===== config.mk =====
export PLATFORM = sky130hd
export DESIGN_NAME = axi_rd_id_seq_tracker
export DESIGN_NICKNAME = d
export VERILOG_FILES = /design/src/rtl/axi_rd_id_seq_pkg.sv /design/src/rtl/axi_rd_id_seq_slot.sv /design/src/rtl/axi_rd_id_seq_tracker.sv
export SDC_FILE = /design/constraint.sdc
export NUM_CORES = 1
export LEC_CHECK = 0
export BUFFER_PORTS_ARGS = -buffer_cell sky130_fd_sc_hd__buf_2
export CAP_MARGIN = 20
export CORE_MARGIN = 2
export CORE_UTILIZATION = 30
export DETAILED_ROUTE_END_ITERATION = 7
export SLEW_MARGIN = 20
export SYNTH_ARGS = -nofsm -noshare
export SYNTH_HDL_FRONTEND = slang
export SYNTH_SLANG_ARGS = --single-unit

===== constraint.sdc =====
create_clock -name Aclk -period 3.7 [get_ports Aclk]
set_input_delay 0.555 -clock Aclk [delete_from_list [all_inputs] [get_ports Aclk]]
set_output_delay 0.555 -clock Aclk [all_outputs]
set_load 0.05 [all_outputs]

===== src/rtl/axi_rd_id_seq_pkg.sv =====
// +----------------------------------------------------------------------+
// | axi_rd_id_seq_pkg : shared types/helpers for the AR/R ID tracker     |
// | rev 1.0                                                              |
// +----------------------------------------------------------------------+
`default_nettype none

package axi_rd_id_seq_pkg;

  // Counter must represent 0..max_out inclusive.
  function automatic int cnt_width(input int max_out);
    return $clog2(max_out + 1);
  endfunction

  localparam int DEF_SEQ_WIDTH = 4;
  localparam int DEF_CNT_WIDTH = cnt_width(8);

  typedef struct packed {
    logic [DEF_SEQ_WIDTH-1:0] seq;
    logic [DEF_SEQ_WIDTH-1:0] ret;
    logic [DEF_CNT_WIDTH-1:0] cnt;
  } slot_state_t;

endpackage

`default_nettype wire


===== src/rtl/axi_rd_id_seq_slot.sv =====
// +----------------------------------------------------------------------+
// | axi_rd_id_seq_slot : issue tag, retire tag and outstanding count     |
// | for one upstream ID.  rev 1.0                                        |
// +----------------------------------------------------------------------+
`default_nettype none

module axi_rd_id_seq_slot
  import axi_rd_id_seq_pkg::*;
#(
  parameter int SEQ_WIDTH       = 4,
  parameter int MAX_OUTSTANDING = 8
) (
  input  logic                 clk,
  input  logic                 rst,
  input  logic                 ar_inc_i,
  input  logic                 r_last_i,
  output logic [SEQ_WIDTH-1:0] seq_o,
  output logic [SEQ_WIDTH-1:0] ret_o,
  output logic                 full_o,
  output logic                 zero_o
);

  localparam int CNT_W = cnt_width(MAX_OUTSTANDING);

  logic [SEQ_WIDTH-1:0] seq_q, seq_d;
  logic [SEQ_WIDTH-1:0] ret_q, ret_d;
  logic [CNT_W-1:0]     cnt_q, cnt_d;
  logic                 retire;

  // A last beat with nothing outstanding leaves the slot untouched.
  always_comb begin
    retire = r_last_i & (cnt_q != '0);
    seq_d  = seq_q + SEQ_WIDTH'(ar_inc_i);
    ret_d  = ret_q + SEQ_WIDTH'(retire);
    cnt_d  = cnt_q + CNT_W'(ar_inc_i) - CNT_W'(retire);
  end

  always_ff @(posedge clk) begin
    if (rst) begin
      seq_q <= '0;
      ret_q <= '0;
      cnt_q <= '0;
    end else begin
      seq_q <= seq_d;
      ret_q <= ret_d;
      cnt_q <= cnt_d;
    end
  end

  assign seq_o  = seq_q;
  assign ret_o  = ret_q;
  assign full_o = (cnt_q == CNT_W'(MAX_OUTSTANDING));
  assign zero_o = (cnt_q == '0);

endmodule

`default_nettype wire


===== src/rtl/axi_rd_id_seq_tracker.sv =====
// +----------------------------------------------------------------------+
// | axi_rd_id_seq_tracker : per-ID sequence tagging of AR, in-order      |
// | R checking and outstanding-read limiting.  rev 1.0                   |
// +----------------------------------------------------------------------+
`default_nettype none

module axi_rd_id_seq_tracker
  import axi_rd_id_seq_pkg::*;
#(
  parameter int ID_WIDTH        = 2,
  parameter int SEQ_WIDTH       = 4,
  parameter int MAX_OUTSTANDING = 8
) (
  input  logic                          Aclk,
  input  logic                          ARESETRst,
  input  logic [ID_WIDTH-1:0]           s_ar_id,
  input  logic                          s_ar_valid,
  output logic                          s_ar_ready,
  output logic [SEQ_WIDTH+ID_WIDTH-1:0] m_ar_id,
  output logic                          m_ar_valid,
  input  logic                          m_ar_ready,
  input  logic [SEQ_WIDTH+ID_WIDTH-1:0] m_r_id,
  input  logic                          m_r_valid,
  input  logic                          m_r_last,
  input  logic                          m_r_ready,
  output logic [ID_WIDTH-1:0]           s_r_id,
  output logic                          err_seq,
  output logic                          err_unexp,
  output logic                          idle
);

  localparam int N_IDS = 1 << ID_WIDTH;

  if (MAX_OUTSTANDING < 1 || MAX_OUTSTANDING > (1 << SEQ_WIDTH)) begin : g_param_chk
    $error("MAX_OUTSTANDING out of range 1..2**SEQ_WIDTH");
  end

  logic [SEQ_WIDTH-1:0] seq_arr [N_IDS];
  logic [SEQ_WIDTH-1:0] ret_arr [N_IDS];
  logic [N_IDS-1:0]     full_vec;
  logic [N_IDS-1:0]     zero_vec;

  logic                 ar_full, ar_hs, r_hs, r_last_hs;
  logic [ID_WIDTH-1:0]  r_idx;
  logic [SEQ_WIDTH-1:0] r_tag;
  logic                 err_seq_q, err_seq_d, err_unexp_q, err_unexp_d;

  // Gating uses only registered full flags, so valid never waits on ready.
  assign ar_full    = full_vec[s_ar_id];
  assign m_ar_valid = s_ar_valid & ~ar_full;
  assign s_ar_ready = m_ar_ready & ~ar_full;
  assign ar_hs      = s_ar_valid & m_ar_ready & ~ar_full;
  assign m_ar_id    = {seq_arr[s_ar_id], s_ar_id};

  assign r_idx      = m_r_id[ID_WIDTH-1:0];
  assign r_tag      = m_r_id[SEQ_WIDTH+ID_WIDTH-1:ID_WIDTH];
  assign s_r_id     = r_idx;
  assign r_hs       = m_r_valid & m_r_ready;
  assign r_last_hs  = r_hs & m_r_last;

  for (genvar g = 0; g < N_IDS; g++) begin : g_slot
    axi_rd_id_seq_slot #(
      .SEQ_WIDTH       (SEQ_WIDTH),
      .MAX_OUTSTANDING (MAX_OUTSTANDING)
    ) u_slot (
      .clk      (Aclk),
      .rst      (ARESETRst),
      .ar_inc_i (ar_hs & (s_ar_id == ID_WIDTH'(g))),
      .r_last_i (r_last_hs & (r_idx == ID_WIDTH'(g))),
      .seq_o    (seq_arr[g]),
      .ret_o    (ret_arr[g]),
      .full_o   (full_vec[g]),
      .zero_o   (zero_vec[g])
    );
  end

  always_comb begin
    err_seq_d   = r_hs & (r_tag != ret_arr[r_idx]);
    err_unexp_d = r_last_hs & zero_vec[r_idx];
  end

  always_ff @(posedge Aclk) begin
    if (ARESETRst) begin
      err_seq_q   <= 1'b0;
      err_unexp_q <= 1'b0;
    end else begin
      err_seq_q   <= err_seq_d;
      err_unexp_q <= err_unexp_d;
    end
  end

  assign err_seq   = err_seq_q;
  assign err_unexp = err_unexp_q;
  assign idle      = &zero_vec;

endmodule

`default_nettype wire


==> results.cfg <==
[global_routing]
grt_max_degree = 51
grt.total_usage_pct = 10.5
grt_pass1_vias = 1812
overflow = 0
grt_pass1_wl_um = 8470
grt_antenna_before_repair = 0

[worst_setup_path]
r2r-end = g_slot[2].u_slot.cnt_q[2]
max_stage_delay_ns = 0.49
critPathLaunchType = flop
cp-end-kind = flop
reg2reg_from = g_slot[3].u_slot.cnt_q[2]
crit_chain = inv_1 > ha_1 > nor3b_1 > mux4_2 > nor2b_1 > nand4b_1 > ha_1 > inv_1 > ha_1 > inv_1 > fa_1 > xor2_1 > nor2_1
r2r_slack_ns = 0.56
slowest_stage = mux4_2
reg2reg_depth = 13
crit_arrival_ns = 3.31
required_ns = 3.86
cp_max_fo = 9
startpoint = g_slot[3].u_slot.cnt_q[2]
crit_type = flop to flop

[floorplanning]
initial_core_util_pct = 31.3
fp.dieH_um = 99.8
rows = 34
core-area_mm2 = 0.00881
die_area_mm2 = 0.00997
ios = 28
die_w_um = 99.8

[placed_design]
gp_congestion = 0.740
io_buffers = 27
dp_cells = 390
pre_cts_slack_ns = 0.429
dp_hpwl_um = 3660

[timing]
finalHoldViolations = 0
slew_violations = 0
finalCritPeriodShare_pct = 84.9
slew_headroom_pct = 40.1
fin_setup_tns_ns = 0
finalSetupViolations = 0
worst_slack_ns = 0.558
fmax_mhz = 318
skew_ns = 0.00880
tightestPinTransition_ns = 0.899
period_needed_ns = 3.14
rsz0062_at_grt = no
holdWs_ns = 0.502

[finish]
areaGrowthSynthToFinish_pct = 10.5
instances_no_fill = 398
nNetsFinal = 348
antenna_cells = 0
most-common-layout-cells = dfxtp_1, ha_1, nor2_1
nFillCells = 900
final_common_cell = dfxtp_1
finish.utilization_pct = 34.6
drive_gt1_share_pct = 14.8

[cts]
cts_resized = 0
cts_sinks = 50
cts_made_buffers = 5
post_cts_buffers = 0
clk_latency_ns = 0.30
cts_hold_buf = 0
cts.path.max_buffers = 2
cts_tree = built
path_clk_slew_ns = 0.09
cts_root_buffer = clkbuf_8
htree_levels = 2

[routing]
ant_nets = 0
drc_errors = 0
via_count = 1808
drt_iter0_drc = 66
first_pass_iters = 4
wire_per_inst_um = 12.1
wl_um = 4800
vias_per_cell = 4.54

[synthesis]
avgSynthCellArea_um2 = 10.2
synth.largest_area_cell = dfxtp_1
ys_seq_area_share_pct = 36.3
ys_ff_latch = 50
synth_warnings = 0
synthCells = 269
synth_area_mm2 = 0.00276
synth_top_area_share_pct = 36.3
ys_top_cells_by_area = dfxtp_1, ha_1, mux4_2
synth.distinct_cells = 28
synth_nets = 328

[pwr]
ir_worst_vdd_uv = 160
p_per_area_mw_per_mm2 = 369
p_leak_nw = 1.36

[worst_hold_path]
whs_path_depth = 3
hold_class = input port to flop
holdCritStartpoint = m_r_ready
hold-path-endpoint = err_seq

[status]
outcome = completed

[run]
max_cap_viol_count = 0
[final cells by class]
cell class              count  area, um^2  area share, %
well taps                 108         135           4.44
repair buffers             27         135           4.44
inverters                  23        86.3           2.84
flip-flops and latches     50        1000           32.9
clock inverters             2        12.5          0.411
multi-input cells         182        1590           52.3
clock buffers               6        82.6           2.71
[cells in the mapped netlist, drive strengths merged]
library cell   n
a2111oi        1
a211oi         1
a21o           4
a21oi          4
and3           1
and4           1
and4b          2
buf            6
clkbuf         8
dfxtp         50
fa             4
ha            40
inv           23
mux4          10
nand2          7
nand3         10
nand4          2
nand4b         2
nor2          33
nor2b         23
nor3           3
nor3b          4
nor4           2
xnor2         13
xor2          15
[per-layer routing]
metal  GRT usage [%]  part of all wire [%]  up-vias
met5               0                     0        -
met4            1.90                  0.60        0
met3            3.62                   5.5        4
met2            16.5                    42       30
met1            14.2                    52      844
li1                -                     -      930
[power by group]
part | internal, W | leakage [nW] | switching [W]
Sequential | 0.000556 | 0.404 | 0.0000104
Clock | 0.000151 | 0.0472 | 0.000185
Combinational | 0.0000803 | 0.909 | 0.000141
Total | 0.000787 | 1.36 | 0.000336
[flip-flops by register name (all words and copies together) (netlist names)]
register,flops
g_slot.u_slot.ret_o,16
g_slot.u_slot.seq_o,16
err_seq,1
err_unexp,1
g_slot.u_slot.cnt_q,16
[cells by family after synthesis]
kind of cell,share of synthesized area [%]
simple gates,16.9
buf+inv,5.90
flops,36.3
mux,8.45
compound gates,2.41
fa+ha+maj,21.1
xor+xnor,8.90
[stage by stage]
stage	total power (W)	cell area, um^2
after floorplan	0.000751	2760
after global placement	0.000798	2950
after detailed placement	0.000802	2950
after CTS	0.00114	3040
after global routing	0.00119	3040
final	0.00112	3040
[worst max-delay path by stage]
stage	cells after the start	to	slack (ns)
after floorplan	13	g_slot[3].u_slot.cnt_q[2]	0.85
after global placement	11	g_slot[2].u_slot.cnt_q[2]	0.55
after detailed placement	11	g_slot[2].u_slot.cnt_q[2]	0.43
after CTS	13	g_slot[2].u_slot.cnt_q[2]	0.59
after global routing	13	g_slot[2].u_slot.cnt_q[2]	0.38
final	13	g_slot[2].u_slot.cnt_q[2]	0.56
[critical path: cells and delay by family (launching register included)]
kind | cells | cell delay, ns
AND/OR/NAND/NOR | 4 | 0.81
flip-flops | 1 | 0.31
adder cells (fa/ha/maj) | 4 | 1.05
XOR/XNOR | 1 | 0.15
multiplexers | 1 | 0.49
buffers and inverters | 3 | 0.19
(Power assumes the default switching activity.)
